===== src/rtl/mult_pkg.sv =====
// Shared types for the shift-add multiplier sequencer.
package mult_pkg;

    localparam int unsigned DEF_WIDTH = 32;

    typedef enum logic [1:0] {
        IDLE,
        RUN,
        DONE
    } state_e;

endpackage


===== src/rtl/mult_datapath.sv =====
// Magnitude capture, shift-add accumulator and final sign fix-up.
module mult_datapath
    import mult_pkg::*;
#(
    parameter int WIDTH = DEF_WIDTH
) (
    input  logic             clk,
    input  logic             reset,
    input  logic             load,
    input  logic             step,
    input  logic             finish,
    input  logic             is_signed,
    input  logic [WIDTH-1:0] op_a,
    input  logic [WIDTH-1:0] op_b,
    output logic             mag_b_next_zero,
    output logic [WIDTH-1:0] product_hi,
    output logic [WIDTH-1:0] product_lo
);

    localparam int PW = 2 * WIDTH;

    logic [PW-1:0]    mcand_q, mcand_d;
    logic [WIDTH-1:0] mplier_q, mplier_d;
    logic [PW-1:0]    acc_q, acc_d;
    logic             neg_q, neg_d;
    logic [PW-1:0]    prod_q, prod_d;

    logic             a_neg, b_neg;
    logic [WIDTH-1:0] mag_a, mag_b;
    logic [WIDTH-1:0] shifted;
    logic [PW-1:0]    sum;

    // Most-negative value negates to itself, read back as unsigned 2^(W-1).
    assign a_neg = is_signed & op_a[WIDTH-1];
    assign b_neg = is_signed & op_b[WIDTH-1];
    assign mag_a = a_neg ? -op_a : op_a;
    assign mag_b = b_neg ? -op_b : op_b;

    assign shifted         = mplier_q >> 1;
    assign sum             = acc_q + (mplier_q[0] ? mcand_q : '0);
    assign mag_b_next_zero = (shifted == '0);

    always_comb begin
        mcand_d  = mcand_q;
        mplier_d = mplier_q;
        acc_d    = acc_q;
        neg_d    = neg_q;
        prod_d   = prod_q;
        if (load) begin
            mcand_d  = {{WIDTH{1'b0}}, mag_a};
            mplier_d = mag_b;
            acc_d    = '0;
            neg_d    = is_signed & (op_a[WIDTH-1] ^ op_b[WIDTH-1]);
        end else if (step) begin
            acc_d    = sum;
            mcand_d  = mcand_q << 1;
            mplier_d = shifted;
            if (finish) begin
                prod_d = neg_q ? -sum : sum;
            end
        end
    end

    always_ff @(posedge clk or posedge reset) begin
        if (reset) begin
            mcand_q  <= '0;
            mplier_q <= '0;
            acc_q    <= '0;
            neg_q    <= 1'b0;
            prod_q   <= '0;
        end else begin
            mcand_q  <= mcand_d;
            mplier_q <= mplier_d;
            acc_q    <= acc_d;
            neg_q    <= neg_d;
            prod_q   <= prod_d;
        end
    end

    assign product_hi = prod_q[PW-1:WIDTH];
    assign product_lo = prod_q[WIDTH-1:0];

endmodule


===== src/rtl/mult_sequencer.sv =====
// FSM, bit counter and pipeline handshake for the multi-cycle multiplier.
module mult_sequencer
    import mult_pkg::*;
#(
    parameter int WIDTH      = DEF_WIDTH,
    parameter int EARLY_EXIT = 1
) (
    input  logic             clk,
    input  logic             reset,
    input  logic             start,
    input  logic             is_signed,
    input  logic             flush,
    input  logic [WIDTH-1:0] op_a,
    input  logic [WIDTH-1:0] op_b,
    output logic             busy,
    output logic             stall,
    output logic             done,
    output logic [WIDTH-1:0] product_hi,
    output logic [WIDTH-1:0] product_lo
);

    localparam int CW = $clog2(WIDTH) + 1;

    state_e        state_q, state_d;
    logic [CW-1:0] count_q, count_d;

    logic load, step, finish;
    logic idle_like, accept, last;
    logic mag_b_next_zero;

    assign idle_like = (state_q == IDLE) | (state_q == DONE);
    assign accept    = idle_like & start & ~flush;
    assign last      = (count_q == CW'(WIDTH - 1))
                     | ((EARLY_EXIT != 0) & mag_b_next_zero);

    always_comb begin
        state_d = state_q;
        count_d = count_q;
        load    = 1'b0;
        step    = 1'b0;
        finish  = 1'b0;
        unique case (state_q)
            IDLE, DONE: begin
                if (accept) begin
                    state_d = RUN;
                    count_d = '0;
                    load    = 1'b1;
                end else begin
                    state_d = IDLE;
                end
            end
            RUN: begin
                if (flush) begin
                    state_d = IDLE;
                end else begin
                    step    = 1'b1;
                    count_d = count_q + CW'(1);
                    if (last) begin
                        finish  = 1'b1;
                        state_d = DONE;
                    end
                end
            end
            default: state_d = IDLE;
        endcase
    end

    always_ff @(posedge clk or posedge reset) begin
        if (reset) begin
            state_q <= IDLE;
            count_q <= '0;
        end else begin
            state_q <= state_d;
            count_q <= count_d;
        end
    end

    assign busy  = (state_q == RUN);
    assign done  = (state_q == DONE);
    assign stall = (start & idle_like) | busy;

    mult_datapath #(
        .WIDTH(WIDTH)
    ) u_dp (
        .clk            (clk),
        .reset          (reset),
        .load           (load),
        .step           (step),
        .finish         (finish),
        .is_signed      (is_signed),
        .op_a           (op_a),
        .op_b           (op_b),
        .mag_b_next_zero(mag_b_next_zero),
        .product_hi     (product_hi),
        .product_lo     (product_lo)
    );

endmodule

===== config.mk =====
export PLATFORM = sky130hd
export DESIGN_NAME = mult_sequencer
export DESIGN_NICKNAME = d
export VERILOG_FILES = /design/src/rtl/mult_pkg.sv /design/src/rtl/mult_datapath.sv /design/src/rtl/mult_sequencer.sv
export SDC_FILE = /design/constraint.sdc
export NUM_CORES = 1
export LEC_CHECK = 0
export CAP_MARGIN = 40
export CORE_MARGIN = 2
export CORE_UTILIZATION = 40
export CTS_CLUSTER_SIZE = 20
export DETAILED_ROUTE_END_ITERATION = 12
export GPL_ROUTABILITY_DRIVEN = 0
export PLACE_DENSITY = 0.63
export SLEW_MARGIN = 20
export SYNTH_ARGS = -nofsm -noshare
export SYNTH_HDL_FRONTEND = slang
export SYNTH_SLANG_ARGS = --single-unit

===== constraint.sdc =====
create_clock -name clk -period 20.3 [get_ports clk]
set_input_delay 4.06 -clock clk [delete_from_list [all_inputs] [get_ports clk]]
set_output_delay 4.06 -clock clk [all_outputs]
set_load 0.01 [all_outputs]

==> results of run 1 <==
[metal layers]
metal	vias to the layer above	part of all wire, %	track usage [%]	wire length, um
li1	7570	-	-	-
met1	7511	47	32.5	23300
met5	-	0	0	0
met4	0	1.7	5.04	868
met2	529	45	35.8	22300
met3	73	7.1	3.25	3540
[per-stage QoR]
stage | setup slack, ns | total power [mW] | utilization (%) | hold WS (ns)
floorplan | 9.85 | 1.20 | - | 0.456
global placement | 11.00 | 1.40 | 44.3 | 0.457
detailed placement | 10.98 | 1.42 | 44.4 | 0.467
CTS | 10.98 | 1.93 | 46.6 | 0.480
global route | 10.95 | 2.06 | 47.1 | 0.503
finish | 10.97 | 1.94 | 47.1 | 0.470
[power breakdown]
group	leakage, nW	internal, mW	switching (mW)
clock network	0.449	0.302	0.201
registers	3.08	0.532	0.0591
logic	4.89	0.310	0.532
total	8.42	1.14	0.792
[cells in the mapped netlist (all sizes together), types with 6 or more instances]
library cell  count  area [um^2]
nand2           314         1180
dfrtp           233         5830
o21ai           190          962
nor2            163          612
a21oi           101          536
clkbuf           91          343
xor2             89          780
and2             84          526
a22o             80          702
ha               67          838
xnor2            66          578
a31oi            62          394
o31ai            39          298
nor3             38          195
nand4            35          225
buf              29          169
inv              29          109
or3              28          181
a21o             26          195
nor4             23          156
nand3            18         90.1
a22oi            16          120
a211oi           15          123
o211ai           14          110
o41ai            13          136
o21a             12         90.1
or2              12         75.1
nand2b           11         68.8
or4              11         90.1
a21boi            8         60.1
a211o             7         61.3
and3              7         48.8
o211a             7         70.1
o21bai            7         52.6
nand3b            6         45.0
nor2b             6         37.5
[layout make-up]
| class | instances | area (um^2) | area share (%) |
|---|---|---|---|
| well taps | 539 | 674 | 3.42 |
| clock inverters | 7 | 95.1 | 0.483 |
| inverters | 29 | 116 | 0.591 |
| repair buffers | 157 | 1680 | 8.54 |
| flip-flops and latches | 233 | 5830 | 29.6 |
| multi-input cells | 1657 | 10500 | 53.2 |
| clock buffers | 42 | 822 | 4.17 |
[worst paths after layout]
kind                                   from          endpoint  depth (start not counted)
min                         u_dp.prod_q[25]   u_dp.prod_q[25]                          2
min in group asynchronous             reset   u_dp.prod_q[22]                          2
max in group asynchronous             reset  u_dp.mplier_q[0]                          5
max reg2reg                u_dp.mplier_q[0]   u_dp.prod_q[62]                         15
min reg2reg                 u_dp.prod_q[25]   u_dp.prod_q[25]                          2
max                                   start             stall                          4
[tightest hold or removal path: cells and delay by family, from the launching register on]
| kind | cells | cell delay [ns] |
|---|---|---|
| DFF | 1 | 0.34 |
| and+or+nand+nor | 2 | 0.10 |
[cells by family (layout without fill, tap and decap cells)]
family                     count (synthesis)  after routing
and+or+nand+nor                          777            777
xor gates and xnor gates                 155            155
muxes                                      6              6
DFF                                      233            233
adders and majority gates                 68             68
buffers and inverters                    149            235
AOI/OAI and AO/OA                        651            651
[state kept, by name (all words and copies together) (netlist names)]
name,cells
u_dp.acc_q,64
u_dp.mcand_q,64
u_dp.prod_q,64
u_dp.mplier_q,32
count_q,6
state_q,2
u_dp.neg_q,1
==> tab_implementation.tex, run 1 <==
\begin{tabular}{lr}
\hline
Metric & Value \\
\hline
\multicolumn{2}{l}{\textbf{Drt}} \\
Final Routed Wirelength & 50000 um \\
Count of unresolved DRC violations after routing & 0 \\
Drt wl/cell & 18.8 um \\
Vias per cell & 5.89 \\
1st-pass router iterations & 6 \\
DRT iter0 DRCs & 1353 \\
Total number of vias & 15700 \\
Count of nets left with antenna violations after detail routing & 0 \\
\multicolumn{2}{l}{\textbf{STA}} \\
Max Fclk & 0.107 GHz \\
Actual slew at the worst max-slew pin & 0.773 ns \\
TNS Setup & 0 ns \\
Worst setup skew after layout & 0.0125 ns \\
Final setup violation count & 0 \\
Worst slew margin relative to its limit & 48.0\% \\
Total count of hold-check failures in the final report & 0 \\
Final number of max-transition violations & 0 \\
Final worst path period share & 45.9\% \\
Minimum clock period & 9.33 ns \\
RSZ-0062 raised after global routing & false \\
\multicolumn{2}{l}{\textbf{Place}} \\
Post-DP HPWL & 36800 um \\
PortBufs & 135 \\
Instance area at placement & 0.0186 mm\^{}2 \\
Instance count after placement with tap cells included & 2605 \\
\multicolumn{2}{l}{\textbf{Die}} \\
Top-Level Pins & 136 \\
Die X & 210 um \\
Floorplan row count & 75 \\
Die extent in y & 210 um \\
Core region area & 0.0419 mm\^{}2 \\
Overall die area & 0.0439 mm\^{}2 \\
Initial Util & 40.4\% \\
\multicolumn{2}{l}{\textbf{Synth}} \\
Number of synthesis warnings & 0 \\
Synthesized flop and latch total & 233 \\
Mean cell area of the mapped netlist & 8.29 um\^{}2 \\
Synth Area in Compound Gates & 26.3\% \\
Share of synthesized registers carrying an async set or reset & 100\% \\
Net Count, Synth & 2176 \\
Count of flip-flops with a built-in enable after synthesis & 0 \\
Combinational family with the most area after synthesis & compound AO/OA/AOI/OAI gates \\
Share of the synthesized netlist area taken by xor and xnor gates & 8.03\% \\
Portion of the post-synthesis area used by sequential elements & 34.5\% \\
Main synth FF type & sky130\_fd\_sc\_hd\_\_dfrtp\_1 \\
Proportion of synthesized area in mux cells & 0.363\% \\
Post-synthesis cell area & 0.0169 mm\^{}2 \\
Cells after Synth & 2039 \\
Adder and majority cell fraction of the synthesized area & 5.08\% \\
Number of different library cells in the post-synthesis netlist & 102 \\
Fraction of the mapped netlist area in simple logic gates & 22.0\% \\
\multicolumn{2}{l}{\textbf{Critical path}} \\
Largest delay share family, worst path & buffers and inverters \\
Arrival time worst endpoint & 5.27 ns \\
Largest fanout of any net on the critical path & 4 \\
CP bufs+invs & 2 \\
CP Data Required Time & 16.24 ns \\
Kind of end point of the critical path & output pin \\
Critical Path Start Type & input port \\
Setup slack on the worst flop-to-flop path & 14.40 ns \\
Crit Path Class & in2out \\
Delay contributed by the slowest stage of the critical path & 0.54 ns \\
Worst path cell trace & clkdlybuf4s50\_1 -> nand2b\_1 -> nand2\_1 -> clkdlybuf4s50\_1 \\
Crit-path most repeated cell & sky130\_fd\_sc\_hd\_\_clkdlybuf4s50\_1 \\
Cell with the biggest individual delay on the critical path & sky130\_fd\_sc\_hd\_\_clkdlybuf4s50\_1 \\
\multicolumn{2}{l}{\textbf{Final layout}} \\
Share of cells above drive strength 1 & 5.69\% \\
Most common cell after layout, fill and taps aside & sky130\_fd\_sc\_hd\_\_nand2\_1 \\
Most frequent cells in the layout & 313 x sky130\_fd\_sc\_hd\_\_nand2\_1, 231 x sky130\_fd\_sc\_hd\_\_dfrtp\_1, 166 x sky130\_fd\_sc\_hd\_\_o21ai\_0, 161 x sky130\_fd\_sc\_hd\_\_nor2\_1, 135 x sky130\_fd\_sc\_hd\_\_clkdlybuf4s50\_1 \\
Post-route standard cell area excluding fillers & 0.0197 mm\^{}2 \\
Number of nets in the layout & 2242 \\
Fillers & 4112 \\
Synth-to-Final Area Change & 16.5\% \\
Non-filler cells in the finished layout & 2664 \\
Antenna diodes & 0 \\
\multicolumn{2}{l}{\textbf{Pwr}} \\
Peak ir drop on the vdd network & 0.0000759 V \\
PwrDens & 98.3 mW/mm\^{}2 \\
P\_leak & 8.42 nW \\
\multicolumn{2}{l}{\textbf{Clock tree}} \\
Clock transition time at the flip-flop clock pins of the worst setup and hold paths & 0.06 ns \\
Clock root cell & sky130\_fd\_sc\_hd\_\_clkbuf\_16 \\
Hold-fix buffers, CTS & 0 \\
Number of H-tree levels & 1 \\
Number of CTS-inserted buffers & 27 \\
Max Buffers Root-to-Sink & 3 \\
Clk\_lat worst skew & 0.56 ns \\
Resize count post-CTS & 0 \\
Sink Count & 233 \\
Number of post-CTS setup repair buffers & 0 \\
TritonCTS clock tree & done \\
\multicolumn{2}{l}{\textbf{Global routing}} \\
Largest net degree at the start of global routing & 115 \\
Tot GR Track Use & 22.5\% \\
Number of antenna violations at the first check in global routing & 0 \\
Remaining Overflow, GRT & 0 \\
Wire length of the first global-routing pass & 80600 um \\
Via count of the first global-routing pass & 14800 \\
\multicolumn{2}{l}{\textbf{Status}} \\
Result of the run & finished clean \\
\multicolumn{2}{l}{\textbf{Hold path}} \\
Type of the most critical hold path & reg2reg \\
\multicolumn{2}{l}{\textbf{Flow run}} \\
Number of violations of the max-capacitance limit & 0 \\
\hline
\end{tabular}
Note: power is estimated with default switching activity, not from simulation.
==> run 2, diff against run 1 <==
==> constraint.sdc (replaced) <==
create_clock -name clk -period 9.4 [get_ports clk]
set_input_delay 1.88 -clock clk [delete_from_list [all_inputs] [get_ports clk]]
set_output_delay 1.88 -clock clk [all_outputs]
set_load 0.01 [all_outputs]
==> tab_implementation.tex, run 2 (synthesis gave the netlist of run 1 again) <==
\begin{tabular}{lr}
\hline
Metric & Value \\
\hline
\multicolumn{2}{l}{\textbf{STA}} \\
Slack of the critical path & 3.58 ns \\
Worst setup skew after layout & 0.0269 ns \\
Max Fclk & 0.172 GHz \\
Actual slew at the worst max-slew pin & 0.882 ns \\
Total count of hold-check failures in the final report & 0 \\
Final number of max-transition violations & 0 \\
Minimum clock period & 5.82 ns \\
Final setup violation count & 0 \\
TNS Setup & 0 ns \\
Final worst path period share & 61.9\% \\
RSZ-0062 raised after global routing & false \\
Worst slew margin relative to its limit & 40.7\% \\
\multicolumn{2}{l}{\textbf{Place}} \\
Instance count after placement with tap cells included & 2610 \\
Post-DP HPWL & 37900 um \\
PortBufs & 135 \\
Post-Place Setup Slack & 3.73 ns \\
\multicolumn{2}{l}{\textbf{Pwr}} \\
Clock share of power & 24.8\% \\
Switching pwr & 1.69 mW \\
Reg power frac & 31.5\% \\
Gate power share & 43.7\% \\
PwrDens & 210 mW/mm\^{}2 \\
Peak ir drop on the vdd network & 0.000106 V \\
Switching portion of total power & 41.3\% \\
P\_leak & 8.33 nW \\
Internal Dissipation & 2.40 mW \\
\multicolumn{2}{l}{\textbf{Critical path}} \\
Largest delay share family, worst path & simple AND/OR/NAND/NOR gates \\
Largest fanout of any net on the critical path & 39 \\
Kind of end point of the critical path & flip-flop \\
Critical Path Start Type & flip-flop \\
Cell with the biggest individual delay on the critical path & sky130\_fd\_sc\_hd\_\_nor4\_1 \\
Worst path cell trace & buf\_12 -> and2\_1 -> ha\_1 -> nand4\_1 -> nor4\_1 -> a22oi\_1 -> o211ai\_1 -> o21bai\_1 -> xor2\_1 -> or3\_4 -> or4\_4 -> or3\_1 -> o41ai\_2 -> xor2\_1 -> o21ai\_1 \\
CP Data Required Time & 9.81 ns \\
Delay contributed by the slowest stage of the critical path & 0.69 ns \\
CP bufs+invs & 1 \\
Crit Path Class & reg2reg \\
Crit-path most repeated cell & sky130\_fd\_sc\_hd\_\_xor2\_1 \\
Arrival time worst endpoint & 6.23 ns \\
\multicolumn{2}{l}{\textbf{Clock tree}} \\
Clk\_lat worst skew & 0.56 ns \\
Sink Count & 233 \\
TritonCTS clock tree & done \\
Clock transition time at the flip-flop clock pins of the worst setup and hold paths & 0.06 ns \\
Resize count post-CTS & 0 \\
Number of post-CTS setup repair buffers & 0 \\
Hold-fix buffers, CTS & 0 \\
Number of H-tree levels & 1 \\
Clock root cell & sky130\_fd\_sc\_hd\_\_clkbuf\_16 \\
Max Buffers Root-to-Sink & 3 \\
Number of CTS-inserted buffers & 26 \\
\multicolumn{2}{l}{\textbf{Drt}} \\
Total number of vias & 15800 \\
Drt wl/cell & 19.0 um \\
Vias per cell & 5.93 \\
Count of unresolved DRC violations after routing & 0 \\
Final Routed Wirelength & 50500 um \\
DRT iter0 DRCs & 1609 \\
1st-pass router iterations & 7 \\
Count of nets left with antenna violations after detail routing & 0 \\
\multicolumn{2}{l}{\textbf{Final layout}} \\
Non-filler cells in the finished layout & 2659 \\
Most common cell after layout, fill and taps aside & sky130\_fd\_sc\_hd\_\_nand2\_1 \\
Share of cells above drive strength 1 & 5.42\% \\
Most frequent cells in the layout & 313 x sky130\_fd\_sc\_hd\_\_nand2\_1, 231 x sky130\_fd\_sc\_hd\_\_dfrtp\_1, 166 x sky130\_fd\_sc\_hd\_\_o21ai\_0, 161 x sky130\_fd\_sc\_hd\_\_nor2\_1, 135 x sky130\_fd\_sc\_hd\_\_clkdlybuf4s50\_1 \\
Antenna diodes & 0 \\
Synth-to-Final Area Change & 15.5\% \\
Number of nets in the layout & 2237 \\
Final core utilization & 46.7\% \\
Registers with the most flip-flops & u\_dp.acc\_q: 64 flops, u\_dp.mcand\_q: 64 flops, u\_dp.prod\_q: 64 flops \\
\multicolumn{2}{l}{\textbf{Global routing}} \\
Tot GR Track Use & 22.9\% \\
Largest net degree at the start of global routing & 95 \\
Via count of the first global-routing pass & 15200 \\
Wire length of the first global-routing pass & 82200 um \\
Number of antenna violations at the first check in global routing & 0 \\
Remaining Overflow, GRT & 0 \\
\multicolumn{2}{l}{\textbf{Die}} \\
Overall die area & 0.0439 mm\^{}2 \\
Initial Util & 40.4\% \\
Core region area & 0.0419 mm\^{}2 \\
Top-Level Pins & 136 \\
Die extent in y & 210 um \\
Floorplan row count & 75 \\
Die X & 210 um \\
\multicolumn{2}{l}{\textbf{Hold path}} \\
Type of the most critical hold path & reg2reg \\
\multicolumn{2}{l}{\textbf{Flow run}} \\
Number of violations of the max-capacitance limit & 0 \\
\multicolumn{2}{l}{\textbf{Status}} \\
Result of the run & finished clean \\
\hline
\end{tabular}
[run 2: metrics by stage]
stage | hold slack, ns | power [mW] | area [um^2]
after floorplan | 0.456 | 2.59 | 16900
after global placement | 0.458 | 3.01 | 18500
after detailed placement | 0.471 | 3.05 | 18700
after CTS | 0.484 | 4.08 | 19500
after global routing | 0.503 | 4.35 | 19500
final | 0.477 | 4.09 | 19500
[run 2: worst paths after layout]
check	startpoint	end	slack (ns)	cells after the start
setup / recovery	u_dp.mplier_q[0]	u_dp.prod_q[61]	3.58	15
hold / removal	u_dp.prod_q[47]	u_dp.prod_q[47]	0.48	2
setup reg to reg	u_dp.mplier_q[0]	u_dp.prod_q[61]	3.58	15
hold reg to reg	u_dp.prod_q[47]	u_dp.prod_q[47]	0.48	2
max in group asynchronous	reset	u_dp.mcand_q[24]	6.49	4
min in group asynchronous	reset	u_dp.acc_q[30]	1.69	2
[run 2: routing by layer]
layer / track usage (%) / vias up / share of wire (%)
met1: 33.8 / 7564 / 47
met3: 3.58 / 76 / 7.3
li1: - / 7545 / -
met2: 35.1 / 581 / 43
met5: 0 / - / 0
met4: 5.43 / 0 / 2.1
[run 2: power groups by stage]
stage | clock [mW] | combinational, mW | sequential (mW)
6_report | 1.02 | 1.79 | 1.29
4_1_cts | 1.04 | 1.76 | 1.28
2_1_floorplan | 0 | 1.35 | 1.24
5_1_grt | 1.08 | 1.97 | 1.31
3_5_place_dp | 0 | 1.75 | 1.30
3_3_place_gp | 0 | 1.70 | 1.31
[run 2: layout make-up]
cell class	instances	area, um^2
Clock buffer	40	773
Multi-Input combinational cell	1657	10500
Tap cell	539	674
Sequential cell	233	5830
Timing Repair Buffer	153	1570
Inverter	29	116
Fill cell	4078	22300
Clock inverter	8	76.3
[run 2: worst register-to-register path, delay by kind of cell, from the launching register on]
family | cells | cell delay [ns]
AOI/OAI and AO/OA | 5 | 1.19
xor gates and xnor gates | 2 | 0.46
DFF | 1 | 0.56
and+or+nand+nor | 6 | 2.73
buffers and inverters | 1 | 0.26
adders and majority gates | 1 | 0.48
==> run 3, diff against run 2 <==
--- a/config.mk
+++ b/config.mk
@@ -11,7 +11,7 @@
 export CTS_CLUSTER_SIZE = 20
 export DETAILED_ROUTE_END_ITERATION = 12
 export GPL_ROUTABILITY_DRIVEN = 0
-export PLACE_DENSITY = 0.63
+export PLACE_DENSITY = 0.66
 export SLEW_MARGIN = 20
 export SYNTH_ARGS = -nofsm -noshare
 export SYNTH_HDL_FRONTEND = slang
==> constraint.sdc (replaced) <==
create_clock -name clk -period 4.7 [get_ports clk]
set_input_delay 0.94 -clock clk [delete_from_list [all_inputs] [get_ports clk]]
set_output_delay 0.94 -clock clk [all_outputs]
set_load 0.01 [all_outputs]
==> tab_implementation.tex, run 3 (synthesis gave the netlist of run 1 again) <==
\begin{tabular}{lr}
\hline
Metric & Value \\
\hline
\multicolumn{2}{l}{\textbf{Status}} \\
Result of the run & complete, but fails checks \\
Violations in the final reports & setup timing \\
\multicolumn{2}{l}{\textbf{STA}} \\
Minimum clock period & 4.75 ns \\
Final setup violation count & 3 \\
Final worst path period share & 101\% \\
TNS Setup & -0.119 ns \\
Max Fclk & 0.211 GHz \\
Worst Hold Margin & 0.472 ns \\
Slack of the critical path & -0.0452 ns \\
Final number of max-transition violations & 0 \\
Total count of hold-check failures in the final report & 0 \\
Actual slew at the worst max-slew pin & 0.864 ns \\
Worst setup skew after layout & 0.00782 ns \\
RSZ-0062 raised after global routing & true \\
Worst slew margin relative to its limit & 42.4\% \\
\multicolumn{2}{l}{\textbf{Die}} \\
Die X & 210 um \\
Overall die area & 0.0439 mm\^{}2 \\
Core region area & 0.0419 mm\^{}2 \\
Initial Util & 40.4\% \\
Floorplan row count & 75 \\
Top-Level Pins & 136 \\
Die extent in y & 210 um \\
\multicolumn{2}{l}{\textbf{Place}} \\
Post-Place Setup Slack & -0.291 ns \\
Instance count after placement with tap cells included & 2899 \\
Instance area at placement & 0.0208 mm\^{}2 \\
PortBufs & 135 \\
Post-DP HPWL & 41400 um \\
\multicolumn{2}{l}{\textbf{Critical path}} \\
Reg2reg end & u\_dp.prod\_q[58] \\
Cell with the biggest individual delay on the critical path & sky130\_fd\_sc\_hd\_\_or4\_4 \\
Crit Path Class & reg2reg \\
Arrival time worst endpoint & 5.16 ns \\
Worst path cell trace & buf\_12 -> and2\_1 -> ha\_2 -> a21oi\_1 -> o21ai\_1 -> buf\_4 -> a21oi\_1 -> o31ai\_2 -> or3\_4 -> a32o\_1 -> or4b\_4 -> nand3b\_1 -> or4\_4 -> o31ai\_4 -> xor2\_1 -> o21ai\_1 \\
Largest delay share family, worst path & simple AND/OR/NAND/NOR gates \\
Reg2Reg Depth & 16 \\
Delay contributed by the slowest stage of the critical path & 0.64 ns \\
Launching point of the worst reg2reg path & u\_dp.mplier\_q[0] \\
Kind of end point of the critical path & flip-flop \\
Setup slack on the worst flop-to-flop path & -0.05 ns \\
Critical Path Start Type & flip-flop \\
Count of cell instances traversed by the critical path & 16 \\
CP Data Required Time & 5.12 ns \\
CP bufs+invs & 2 \\
Largest fanout of any net on the critical path & 41 \\
\multicolumn{2}{l}{\textbf{Final layout}} \\
Most common cell after layout, fill and taps aside & sky130\_fd\_sc\_hd\_\_nand2\_1 \\
Number of nets in the layout & 2535 \\
Post-route standard cell area excluding fillers & 0.0224 mm\^{}2 \\
Non-filler cells in the finished layout & 2956 \\
Share of cells above drive strength 1 & 20.5\% \\
Synth-to-Final Area Change & 32.6\% \\
Fillers & 3833 \\
Registers with the most flip-flops & u\_dp.acc\_q: 64 flops, u\_dp.mcand\_q: 64 flops, u\_dp.prod\_q: 64 flops \\
Most frequent cells in the layout & 310 x sky130\_fd\_sc\_hd\_\_nand2\_1, 307 x sky130\_fd\_sc\_hd\_\_buf\_4, 231 x sky130\_fd\_sc\_hd\_\_dfrtp\_1, 156 x sky130\_fd\_sc\_hd\_\_nor2\_1, 155 x sky130\_fd\_sc\_hd\_\_o21ai\_0 \\
Final core utilization & 53.5\% \\
Antenna diodes & 0 \\
\multicolumn{2}{l}{\textbf{Clock tree}} \\
Sink Count & 233 \\
TritonCTS clock tree & done \\
Hold-fix buffers, CTS & 0 \\
Clock root cell & sky130\_fd\_sc\_hd\_\_clkbuf\_16 \\
Max Buffers Root-to-Sink & 3 \\
Number of CTS-inserted buffers & 26 \\
Clk\_lat worst skew & 0.56 ns \\
Number of H-tree levels & 1 \\
Clock transition time at the flip-flop clock pins of the worst setup and hold paths & 0.06 ns \\
\multicolumn{2}{l}{\textbf{Drt}} \\
DRT iter0 DRCs & 1671 \\
Drt wl/cell & 18.5 um \\
Final Routed Wirelength & 54700 um \\
Count of nets left with antenna violations after detail routing & 0 \\
1st-pass router iterations & 5 \\
Count of unresolved DRC violations after routing & 0 \\
Total number of vias & 17100 \\
Vias per cell & 5.77 \\
\multicolumn{2}{l}{\textbf{Global routing}} \\
Remaining Overflow, GRT & 0 \\
Tot GR Track Use & 24.4\% \\
Via count of the first global-routing pass & 16500 \\
Most crowded layer after global routing & met2 \\
GR Util met2 & 37.9\% \\
Largest net degree at the start of global routing & 80 \\
Met3 Track Usage GR & 2.93\% \\
Number of antenna violations at the first check in global routing & 1 \\
Global routing met1 resource utilization & 35.4\% \\
Wire length of the first global-routing pass & 87600 um \\
\multicolumn{2}{l}{\textbf{Hold path}} \\
Min-Delay Endpoint & u\_dp.prod\_q[25] \\
Start point of the worst min-delay path & u\_dp.prod\_q[25] \\
Worst hold stages & 2 \\
Type of the most critical hold path & reg2reg \\
\multicolumn{2}{l}{\textbf{Pwr}} \\
PwrDens & 439 mW/mm\^{}2 \\
Total chip power & 9.84 mW \\
Peak ir drop on the vdd network & 0.000338 V \\
P\_leak & 9.84 nW \\
\multicolumn{2}{l}{\textbf{Flow run}} \\
Number of violations of the max-capacitance limit & 0 \\
\hline
\end{tabular}
-- run 3: cell types whose count changed in the layout (fill, tap and decap cells not counted), moves of 7 or more --
cell,change
sky130_fd_sc_hd__o21ai_0,-11
sky130_fd_sc_hd__a21oi_2,+10
sky130_fd_sc_hd__o31ai_1,-7
sky130_fd_sc_hd__o21ai_1,+7
sky130_fd_sc_hd__a21oi_1,-11
sky130_fd_sc_hd__buf_4,+296
sky130_fd_sc_hd__ha_4,+10
sky130_fd_sc_hd__ha_1,-12
-- run 3: cell type report --
type	count	area [um^2]	share of cell area (%)
Clock buffer	35	724	3.23
Tap cell	539	674	3.01
Multi-Input combinational cell	1657	11100	49.5
Inverter	29	113	0.502
Clock inverter	12	178	0.793
Sequential cell	233	5830	26.0
Timing Repair Buffer	451	3790	16.9
-- run 3: layer usage --
metal | part of all wire, % | vias up
met3 | 6.6 | 126
met1 | 46 | 8183
li1 | - | 8157
met2 | 44 | 603
met5 | 0 | -
met4 | 3.2 | 0
-- run 3: worst register-to-register path, delay by kind of cell (launching register included) --
kind / cells / cell delay (ns)
XOR/XNOR: 1 / 0.18
adder cells (fa/ha/maj): 1 / 0.36
AND/OR/NAND/NOR: 5 / 1.99
flip-flops: 1 / 0.40
buffers and inverters: 2 / 0.36
AO/OA/AOI/OAI: 7 / 1.30
-- run 3: how the worst max path moves through the flow --
stage,endpoint,slack (ns),start
floorplan,u_dp.prod_q[61],0.02,u_dp.mplier_q[0]
global placement,u_dp.prod_q[61],-0.23,u_dp.mplier_q[0]
detailed placement,u_dp.prod_q[61],-0.29,u_dp.mplier_q[0]
CTS,u_dp.prod_q[59],-0.08,u_dp.mplier_q[0]
global route,u_dp.prod_q[63],-0.20,u_dp.mplier_q[0]
finish,u_dp.prod_q[58],-0.05,u_dp.mplier_q[0]
-- run 3: what timing repair did --
| action | in CTS | in global routing |
|---|---|---|
| buffers inserted | 4 | 7 |
| resized for setup | 37 | 93 |
| endpoints found under the setup margin | 24 | 33 |
| pin swaps | 19 | 31 |
-- run 3: power by group --
| part | switching (mW) | internal [mW] |
|---|---|---|
| sequential | 0.322 | 2.30 |
| clock | 0.866 | 1.30 |
| combinational | 2.65 | 2.40 |
| total | 3.83 | 6.00 |
